[src/rtl/instrumentation_trip_unit.sv]
// Instrumentation trip unit: per-channel setpoint compare, debounce and trip latch.
//
// Each accepted sample (sample_valid_i=1) compares every channel value against its
// setpoint (unsigned high-trip or signed low-trip per LowTripMask). Consecutive tripping
// samples are counted. A channel's debounced trip asserts once DebounceCnt is reached.
// The debounced trip is then qualified by the channel mode and latched until trip_reset_i.
//
// Ports:
//   clk             clock
//   rst_n           asynchronous active-low reset
//   sample_valid_i  vals/setpoints/mode valid this cycle
//   vals_i          packed channel samples, channel 0 in the MSBs
//   setpoints_i     packed setpoints, same packing as vals_i
//   mode_i          2 bits per channel, channel 0 in the MSBs
//                   (0 bypass, 1 operate, 2 manual trip, 3 reserved -> trip)
//   trip_reset_i    clear latched trips whose qualified condition is false
//   sensor_trip_o   debounced raw trip, channel i at bit NChannels-1-i
//   trip_out_o      latched qualified trip, same bit order
//   trip_valid_o    one-cycle pulse after each accepted sample
module instrumentation_trip_unit #(
  parameter int unsigned          NChannels   = 3,
  parameter int unsigned          W           = 32,
  parameter logic [NChannels-1:0] LowTripMask = NChannels'(3'b100),
  parameter int unsigned          DebounceCnt = 4
) (
  input  logic                   clk,
  input  logic                   rst_n,
  input  logic                   sample_valid_i,
  input  logic [NChannels*W-1:0] vals_i,
  input  logic [NChannels*W-1:0] setpoints_i,
  input  logic [2*NChannels-1:0] mode_i,
  input  logic                   trip_reset_i,
  output logic [NChannels-1:0]   sensor_trip_o,
  output logic [NChannels-1:0]   trip_out_o,
  output logic                   trip_valid_o
);

  localparam int unsigned     CntW   = $clog2(DebounceCnt + 1);
  localparam logic [CntW-1:0] DebMax = CntW'(DebounceCnt);

  logic [NChannels-1:0] sensor_trip_q, sensor_trip_d;
  logic [NChannels-1:0] trip_out_q, trip_out_d;
  logic                 trip_valid_q;

  for (genvar i = 0; i < NChannels; i++) begin : g_ch
    // Output/packing position of channel i: channel 0 sits at the MSB end.
    localparam int unsigned B = NChannels - 1 - i;

    logic [W-1:0]    v, sp;
    logic [1:0]      md;
    logic            raw;
    logic [CntW-1:0] cnt_q, cnt_d;
    logic            st_nxt;
    logic            q;
    logic            to_nxt;

    assign v  = vals_i[W*B +: W];
    assign sp = setpoints_i[W*B +: W];
    assign md = mode_i[2*B +: 2];

    // Strict compares: equality never trips.
    assign raw = LowTripMask[i] ? ($signed(v) < $signed(sp)) : (sp < v);

    always_comb begin
      cnt_d = cnt_q;
      if (sample_valid_i) begin
        if (!raw) begin
          cnt_d = '0;
        end else if (cnt_q != DebMax) begin
          cnt_d = cnt_q + CntW'(1);
        end
      end
    end

    always_ff @(posedge clk or negedge rst_n) begin
      if (!rst_n) begin
        cnt_q <= '0;
      end else begin
        cnt_q <= cnt_d;
      end
    end

    // Without a sample the held debounced state is used for qualification.
    assign st_nxt = sample_valid_i ? (cnt_d == DebMax) : sensor_trip_q[B];

    always_comb begin
      unique case (md)
        2'd0:    q = 1'b0;
        2'd1:    q = st_nxt;
        default: q = 1'b1;   // manual trip and reserved both fail safe
      endcase
    end

    // A trip still present at reset time wins over the reset request.
    always_comb begin
      to_nxt = trip_out_q[B];
      if (sample_valid_i) begin
        to_nxt = trip_reset_i ? q : (trip_out_q[B] | q);
      end else if (trip_reset_i) begin
        to_nxt = trip_out_q[B] & q;
      end
    end

    assign sensor_trip_d[B] = st_nxt;
    assign trip_out_d[B]    = to_nxt;
  end

  always_ff @(posedge clk or negedge rst_n) begin
    if (!rst_n) begin
      sensor_trip_q <= '0;
      trip_out_q    <= '0;
      trip_valid_q  <= 1'b0;
    end else begin
      sensor_trip_q <= sensor_trip_d;
      trip_out_q    <= trip_out_d;
      trip_valid_q  <= sample_valid_i;
    end
  end

  assign sensor_trip_o = sensor_trip_q;
  assign trip_out_o    = trip_out_q;
  assign trip_valid_o  = trip_valid_q;

endmodule

[config.mk]
export PLATFORM = sky130hd
export DESIGN_NAME = instrumentation_trip_unit
export DESIGN_NICKNAME = d
export VERILOG_FILES = /design/src/rtl/instrumentation_trip_unit.sv
export SDC_FILE = /design/constraint.sdc
export NUM_CORES = 1
export LEC_CHECK = 0
export ABC_AREA = 1
export CORE_ASPECT_RATIO = 1.4
export CORE_MARGIN = 4
export CORE_UTILIZATION = 34
export DETAILED_ROUTE_END_ITERATION = 16
export PLACE_DENSITY = 0.83
export SYNTH_ARGS = -nofsm -noshare
export SYNTH_HDL_FRONTEND = slang
export SYNTH_SLANG_ARGS = --single-unit
export TNS_END_PERCENT = 100
[constraint.sdc]
create_clock -name clk -period 1.65 [get_ports clk]
set_clock_uncertainty 0.15 [all_clocks]
set_input_delay 0.2475 -clock clk [delete_from_list [all_inputs] [get_ports clk]]
set_output_delay 0.2475 -clock clk [all_outputs]
set_load 0.02 [all_outputs]
Word level (Yosys, flattened, before mapping)
Index checks and enable logic that the tools add are counted.
Storage, ports and cells
  register bits: 16
  input bits: 202
  output and inout port bits: 7
  logic and storage cells: 55
Cells by class
  add/sub/neg operators: 3
  order comparisons: 3
  equal/unequal tests: 9
  muxes and demuxes: 24
  bitwise gates (word level): 6
  reductions and logical operators: 4
Operators with widths (number)
  $lt 32x32->1: 3
  $mux 3: 9
  $mux 1: 12
  $add 3x1->3 const B: 3
  $eq 3x3->1 const B: 3
  $ne 3x3->1 const B: 3
  $eq 2x1->1 const B: 3
  $logic_not 2->1: 3
  $pmux 1 s2: 3
  $and 1x1->1: 3
  $or 1x1->1: 3
  $reduce_bool 2->1: 1

Depth between registers and ports, before layout
Gate-level depths: netlist (run 1).
  word-level depth: 10
  depth in mapped cells: 19
  gate-level depth less buffers: 19

Worst setup path before layout (run 1)
OpenSTA, ideal clock, no wires.
  path kind: input -> register
  from: input setpoints_i[21]
  to: register trip_out_q[0] (netlist: trip_out_o[0])
  setup time: 0.073 ns
  arrival: 1.576 ns
  data required time: 1.427 ns
  path slack: -0.149 ns
  stages: 15
  path buffers: 0
  path through: inv_1 ha_1 a21oi_2 nor2_1 nor2_1 nand3_1 a21oi_2 nand2_1 nand2_1 nand2_2 inv_2 nor2_1 o21bai_2 nand2_2 a21oi_2
Between the ends
  longest elaborated chain between the ends: 9
  elaborated cells between the ends (all ways): 11
  classes of those cells: 1 x order compare; 1 x eq/ne; 7 x mux; 2 x bitwise
RTL lines
  start, declared: line 30  | input logic [NChannels*W-1:0] setpoints_i,
  $lt 32x32->1 (*): line 62  | assign raw = LowTripMask[i] ? ($signed(v) < $signed(sp)) : (sp < v);
  $mux 3 (*): line 67  | if (!raw) begin
  $mux 3 (*): line 66  | if (sample_valid_i) begin
  $eq 3x3->1 (*): line 84  | assign st_nxt = sample_valid_i ? (cnt_d == DebMax) : sensor_trip_q[B];
  $mux 1 (*): line 84
  via g_ch[2].st_nxt: line 53  | logic st_nxt;
  $pmux 1 s2 (*): line 87  | unique case (md)
  $and 1x1->1 / $or 1x1->1 (equally long branches): line 100, 98
  $mux 1 (on tied branches): line 99, 98
  $mux 1 (*): line 97  | if (sample_valid_i) begin
  end signal, assigned: line 115  | trip_out_q <= trip_out_d;
  end, declared: line 42  | logic [NChannels-1:0] trip_out_q, trip_out_d;
Mark *: on every way through the listed nets, which the timed path passes. The rest lies on a longest branch. The select of a mux whose other input is x is not followed.
A chain may end at the register's enable or synchronous reset.

Final worst setup path (run 1)
  from: input setpoints_i[13]
  to: register trip_out_q[0] (netlist: trip_out_o[0])
The elaborated chain is that of the path after synthesis.

==> run_results.csv, run 1 <==
group,metric,value,unit
cts,cts_tree,"built",
power_and_ir_drop,power.density,503.2,nW/µm²
die,io_pins,209,
sta,fmax,533.1,MHz
cts,root_buffer,"clkbuf_16",
die,die_h,124.3,µm
grt,grtUsageTotal,21.30,%
sta,slew_viol_final,0,
placement,gp_congestion,0.8649,
finish,diodes,0,
finish,fin_nets,1022,
worst_setup_path,crit_path_cell_trace,"clkdlybuf4s15_2, inv_2, ha_4, a21oi_2, o21ai_1, a21oi_2, nand2_2, nand2_2, nand3_2, nand2_2, nand4_1, o21bai_4, nand2_2, a21oi_2",
finish,drive_gt1_share,59.67,%
worst_setup_path,crit_type,"in -> reg",
placement,place_inst,817,
worst_setup_path,critPathMostFrequentCell,"nand2_2",
cts,htreeDepth,1,
synthesis,ys_ff_latch,16,
sta,rsz0062_at_grt,"yes",
worst_setup_path,cpMaxStageDelayCell,"ha_4",
synthesis,netlist_area,3287,µm²
placement,detailed_place_hpwl,9677,µm
worst_setup_path,required,1.66,ns
sta,relSlewSlack,80.57,%
die,dieArea,11330,µm²
grt,grt_pass1_vias,4652,
worst_setup_path,critPathTopFamily,"compound AO/OA/AOI/OAI gates",
finish,final_cells,829,
worst_setup_path,crit_path_max_incr_delay,0.20,ns
placement,postPlaceCellArea,5833,µm²
status,outcome,"finished, violations left",
grt,grt_max_degree,17,
route,dr.pass1.iters,4,
sta,hold_viol,0,
finish,postLayoutCellArea,6695,µm²
route,via_per_inst,4.917,
worst_setup_path,crit_path_max_fanout,2,
grt,grt_pass1_wl,20020,µm
synthesis,synth_cell_types,29,
die,coreArea,9459,µm²
route,drc,0,
sta,fin_crit,1.876,ns
route,vias,4076,
synthesis,syn_inst,489,
worst_setup_path,crit_buf_inv,2,
sta,worst_slack,-0.2257,ns
die,initial_core_util,34.75,%
finish,area_delta_synth_final,103.7,%
status,violations,"setup timing",
cts,cts.path.max_buffers,2,
die,die_w,91.10,µm
cts,clk_pin_slew,0.05,ns
synthesis,syn_avg_cell_area,6.722,µm²
sta,setup_viol_count_final,8,
sta,worst-slew-pin-transition,0.2915,ns
worst_setup_path,arrival,1.89,ns
finish,final_cell_mix,"79 x inv_2, 75 x ha_4, 66 x buf_2",
synthesis,ys_seq_area_share,12.18,%
cts,cts_buffers,3,
synthesis,ys_warn_count,0,
power_and_ir_drop,leakage,3.289,nW
power_and_ir_drop,vdd_drop_max,0.3554,mV
worst_setup_path,startpoint_type,"input pin",
grt,overflow,0,
placement,io_buffers,208,
cts,hold_buffers,0,
sta,post-route-period-util,113.7,%
grt,antenna_found_initial,0,
run,max-cap-violations,0,
cts,clock_latency,0.24,ns
worst_setup_path,cp-end-kind,"register",
worst_hold_path,min_path_type,"in -> async",
route,drt_iter0_markers,42,
cts,cts_num_sinks,16,
route,ant_nets,0,
route,detail_route.wl_per_cell,15.65,µm
finish,layout_commonest_cell,"inv_2",
die,rows,42,
synthesis,syn_nets,790,
route,drt_wl_total,12980,µm
synth_stat cells:
library cell / instances / area, µm²
a211oi_1: 2 / 15.01
a21boi_0: 1 / 7.510
a21oi_1: 52 / 260.3
a21oi_2: 4 / 35.03
a31oi_1: 1 / 6.260
buf_2: 2 / 10.01
dfrtp_1: 16 / 400.4
ha_1: 99 / 1239
inv_1: 134 / 503.0
inv_2: 4 / 15.01
nand2_1: 94 / 352.8
nand2_2: 3 / 18.77
nand3_1: 9 / 45.04
nand3_2: 1 / 10.01
nand3b_1: 2 / 15.01
nand4_1: 8 / 50.05
nor2_1: 21 / 78.83
nor2_2: 1 / 6.260
nor3_1: 6 / 30.03
nor3_2: 2 / 20.02
o211ai_1: 1 / 7.510
o21a_1: 2 / 15.01
o21ai_0: 9 / 45.04
o21ai_1: 8 / 40.04
o21ai_2: 1 / 8.760
o21bai_2: 1 / 11.26
o221ai_1: 1 / 8.760
o22ai_1: 1 / 6.260
xor2_1: 3 / 26.28
per-stage QoR:
step	power, mW	utilization [%]	TNS [ns]	hold slack, ns	worst slack (ns)
after floorplan	1.515	-	-0.3285	-0.1981	-0.1148
after global placement	2.303	61.67	-8.765	0.3331	-0.8221
after detailed placement	2.416	61.67	-9.737	0.3358	-0.8952
after CTS	3.131	67.74	-0.6545	0.1947	-0.1533
after global routing	3.684	70.78	-1.616	0.2002	-0.3043
final	3.369	70.78	-0.8430	0.1870	-0.2257
final cells by class:
| type | count | area, µm² |
|---|---|---|
| clock buffer | 3 | 75.07 |
| multi-input combinational | 333 | 3760 |
| inverter | 138 | 535.5 |
| tap | 110 | 137.6 |
| fill | 733 | 2764 |
| timing repair buffer | 229 | 1787 |
| sequential | 16 | 400.4 |
path summary, 6_finish.rpt:
kind / start / to / slack (ns) / depth (start not counted)
setup / recovery: setpoints_i[13] / trip_out_o[0] / -0.23 / 14
hold / removal: rst_n / g_ch[0].cnt_q[1] / 0.19 / 2
setup reg to reg: g_ch[2].cnt_q[1] / trip_out_o[0] / -0.13 / 9
hold reg to reg: sensor_trip_o[1] / sensor_trip_o[1] / 0.34 / 2
max in group asynchronous: rst_n / sensor_trip_o[0] / 0.98 / 2
min in group clk: sample_valid_i / trip_valid_o / 0.27 / 1
state kept, by name, summed over array words and instances (netlist names):
| register | count |
|---|---|
| trip_out_o | 3 |
| g_ch.cnt_q | 9 |
| trip_valid_o | 1 |
| sensor_trip_o | 3 |
per-layer routing:
layer / routed length [µm] / share of wire [%] / global-route usage (%)
met1: 4143 / 32 / 19.00
met2: 7742 / 60 / 45.97
met3: 747 / 5.8 / 4.290
met4: 342 / 2.6 / 5.329
met5: 0 / 0 / 0
timing repair:
action | in CTS | in global routing
setup buffers | 8 | 2
gates resized for setup | 695 | 139
setup endpoints to repair | 17 | 16
cloned | 0 | 0
pin swaps | 236 | 129
kinds of logic after synthesis:
family	share of synthesized area, %
adder cells (fa/ha/maj)	37.69
AND/OR/NAND/NOR	19.07
AO/OA/AOI/OAI	14.20
flip-flops	12.18
XOR/XNOR	0.7995
buffers and inverters	16.06
power breakdown:
part	total [mW]	internal (mW)	switching [mW]	leakage, nW
combinational	2.29	1.18	1.11	3.05
sequential	0.617	0.525	0.0920	0.205
clock	0.461	0.318	0.143	0.0370
worst register-to-register path: stages (launching register included):
cell and delay, ns:
dfrtp_1 0.39, inv_1 0.10, ha_1 0.18, nand2_1 0.06
nand2_1 0.07, xor2_1 0.19, nand4_1 0.17, o21bai_4 0.18
nand2_2 0.07, a21oi_2 0.15
(Power assumes the default switching activity.)
==> inputs of run 2 (changes only) <==
- CELL_PAD_IN_SITES_DETAIL_PLACEMENT: unset -> 1
- CELL_PAD_IN_SITES_GLOBAL_PLACEMENT: unset -> 2
- CORE_UTILIZATION: 34 -> 16
- PLACE_DENSITY: 0.83 -> 0.81
==> run_results.csv, run 2 (same netlist as run 1, synthesis figures left out) <==
group,metric,value,unit
status,violations,"setup timing",
finish,largest_register,"g_ch.cnt_q",
worst_setup_path,critPathMostFrequentCell,"nand2_2",
sta,hold_viol,0,
power_and_ir_drop,intPower,2.286,mW
status,outcome,"finished, violations left",
placement,io_buffers,208,
die,coreArea,20070,µm²
grt,grt_max_degree,17,
grt,overflow,0,
sta,post-route-period-util,111.7,%
power_and_ir_drop,p_sw,1.403,mW
worst_setup_path,crit_type,"in -> reg",
finish,layout_commonest_cell,"ha_4",
sta,worst_slack,-0.1935,ns
finish,postLayoutCellArea,7129,µm²
finish,area_delta_synth_final,116.9,%
die,die_h,177.6,µm
sta,rsz0062_at_grt,"yes",
die,die_w,129.1,µm
cts,cts_tree,"built",
grt,grt_pass1_wl,21020,µm
finish,drive_gt1_share,61.05,%
route,dr_wl_met2,7793,µm
cts,clk_pin_slew,0.05,ns
worst_setup_path,cp-end-kind,"register",
placement,place_inst,973,
worst_setup_path,critPathTopFamily,"simple AND/OR/NAND/NOR gates",
sta,slew_viol_final,0,
placement,postPlaceCellArea,6116,µm²
power_and_ir_drop,leakage,3.441,nW
sta,relSlewSlack,79.33,%
route,drt_iter0_markers,45,
sta,fin_crit,1.843,ns
placement,detailed_place_hpwl,10990,µm
finish,num-fill-cells,2362,
power_and_ir_drop,swShare,38.03,%
route,wirelength_met1,4501,µm
sta,worst-slew-pin-transition,0.3100,ns
grt,antenna_found_initial,2,
finish,final_cells,996,
worst_setup_path,r2r_start,"g_ch[1].cnt_q[1]",
worst_hold_path,min_path_type,"in -> async",
worst_setup_path,crit_path_cell_trace,"clkdlybuf4s15_2, inv_2, ha_4, buf_4, nand4_1, o21a_1, nand2_2, nand2_2, nand2_2, nand3b_1, nand2_1, nand2_1, a21oi_1",
power_and_ir_drop,vdd_drop_max,0.2454,mV
die,dieArea,22930,µm²
worst_setup_path,required,1.67,ns
finish,regArea,400.4,µm²
cts,hold_buffers,0,
placement,post-place-ws,-0.9039,ns
grt,grt_pass1_vias,4676,
worst_setup_path,r2r_setup_slack,-0.08,ns
worst_setup_path,startpoint_type,"input pin",
power_and_ir_drop,clkPwrFrac,14.7,%
route,vias,4117,
finish,final_cell_mix,"79 x ha_4, 78 x inv_2, 64 x buf_2",
die,rows,61,
finish,largest_reg_flops,9,
sta,setup_viol_count_final,8,
power_and_ir_drop,combPwrFrac,68.8,%
worst_setup_path,r2r.worst_path.cells,10,
sta,hold_ws,0.1924,ns
sta,tns,-0.5956,ns
worst_setup_path,cpMaxStageDelayCell,"o21a_1",
sta,fmax,542.4,MHz
worst_setup_path,r2r_end,"trip_out_o[1]",
finish,multi_input_area,3787,µm²
worst_setup_path,crit_path_max_incr_delay,0.28,ns
cts,htreeDepth,1,
route,drc,0,
power_and_ir_drop,power.share.sequential,16.5,%
route,via_per_inst,4.134,
route,highest_layer,"met4",
grt,grtUsageTotal,11.26,%
die,io_pins,209,
route,detail_route.wl_per_cell,13.52,µm
placement,gp_congestion,0.7634,
cts,cts.path.max_buffers,2,
route,ant_nets,0,
route,met3_length,846,µm
worst_setup_path,startpoint,"vals_i[89]",
worst_setup_path,crit_buf_inv,3,
worst_setup_path,crit_path_max_fanout,3,
die,initial_core_util,16.37,%
worst_setup_path,arrival,1.87,ns
cts,clock_latency,0.25,ns
run,max-cap-violations,0,
cts,cts_num_sinks,16,
finish,fin_nets,1044,
cts,cts_buffers,3,
route,drt_wl_total,13470,µm
cts,root_buffer,"clkbuf_16",
route,dr.pass1.iters,4,
power_and_ir_drop,power.density,517.4,nW/µm²
[run 2: final cells by class]
class | count | area share [%]
timing repair buffer | 251 | 28.01
clock buffer | 4 | 1.246
multi-input combinational | 333 | 53.12
inverter | 138 | 7.511
antenna | 2 | 0.07020
sequential | 16 | 5.616
tap | 252 | 4.423
[run 2: per-layer routing]
metal | GRT usage, % | vias up
met4 | 2.977 | 0
met1 | 10.72 | 1914
met3 | 2.650 | 19
li1 | - | 2063
met2 | 23.25 | 121
met5 | 0 | -
[run 2: power groups by stage]
stage          clock network [mW]  registers [mW]  logic [mW]
3_5_place_dp                    0           0.619        1.95
4_1_cts                     0.568           0.612        2.37
6_report                    0.542           0.610        2.54
5_1_grt                     0.576           0.630        2.85
3_3_place_gp                    0           0.614        1.91
2_1_floorplan                   0           0.639       0.877
[run 2: worst reg2reg max path, cell delays in order, from the launching register on]
cell and delay [ns]:
dfrtp_1 0.38, buf_4 0.13, buf_4 0.12, ha_1 0.18, nand2_2 0.09, nor3_1 0.05, a21oi_2 0.15, nand2_4 0.07
o21ai_2 0.14, nand2_1 0.08, a21oi_2 0.12
[run 2: timing repair]
item	in CTS	in global routing
resized for setup	733	114
setup endpoints to repair	19	16
pin swaps	241	90
cloned	0	0
buffers inserted	16	5
[run 2: through the flow]
| stage | util, % | power (mW) |
|---|---|---|
| after global routing | 35.52 | 4.057 |
| after floorplan | - | 1.515 |
| after detailed placement | 30.47 | 2.568 |
| final | 35.52 | 3.689 |
| after CTS | 34.43 | 3.547 |
| after global placement | 30.47 | 2.521 |
[run 2: worst max-delay path by stage]
stage	end	slack, ns	cells after the start
global route	trip_out_o[2]	-0.32	16
global placement	trip_out_o[2]	-0.85	15
finish	trip_out_o[2]	-0.19	13
floorplan	trip_out_o[0]	-0.11	16
CTS	trip_out_o[2]	-0.16	15
detailed placement	trip_out_o[2]	-0.90	15
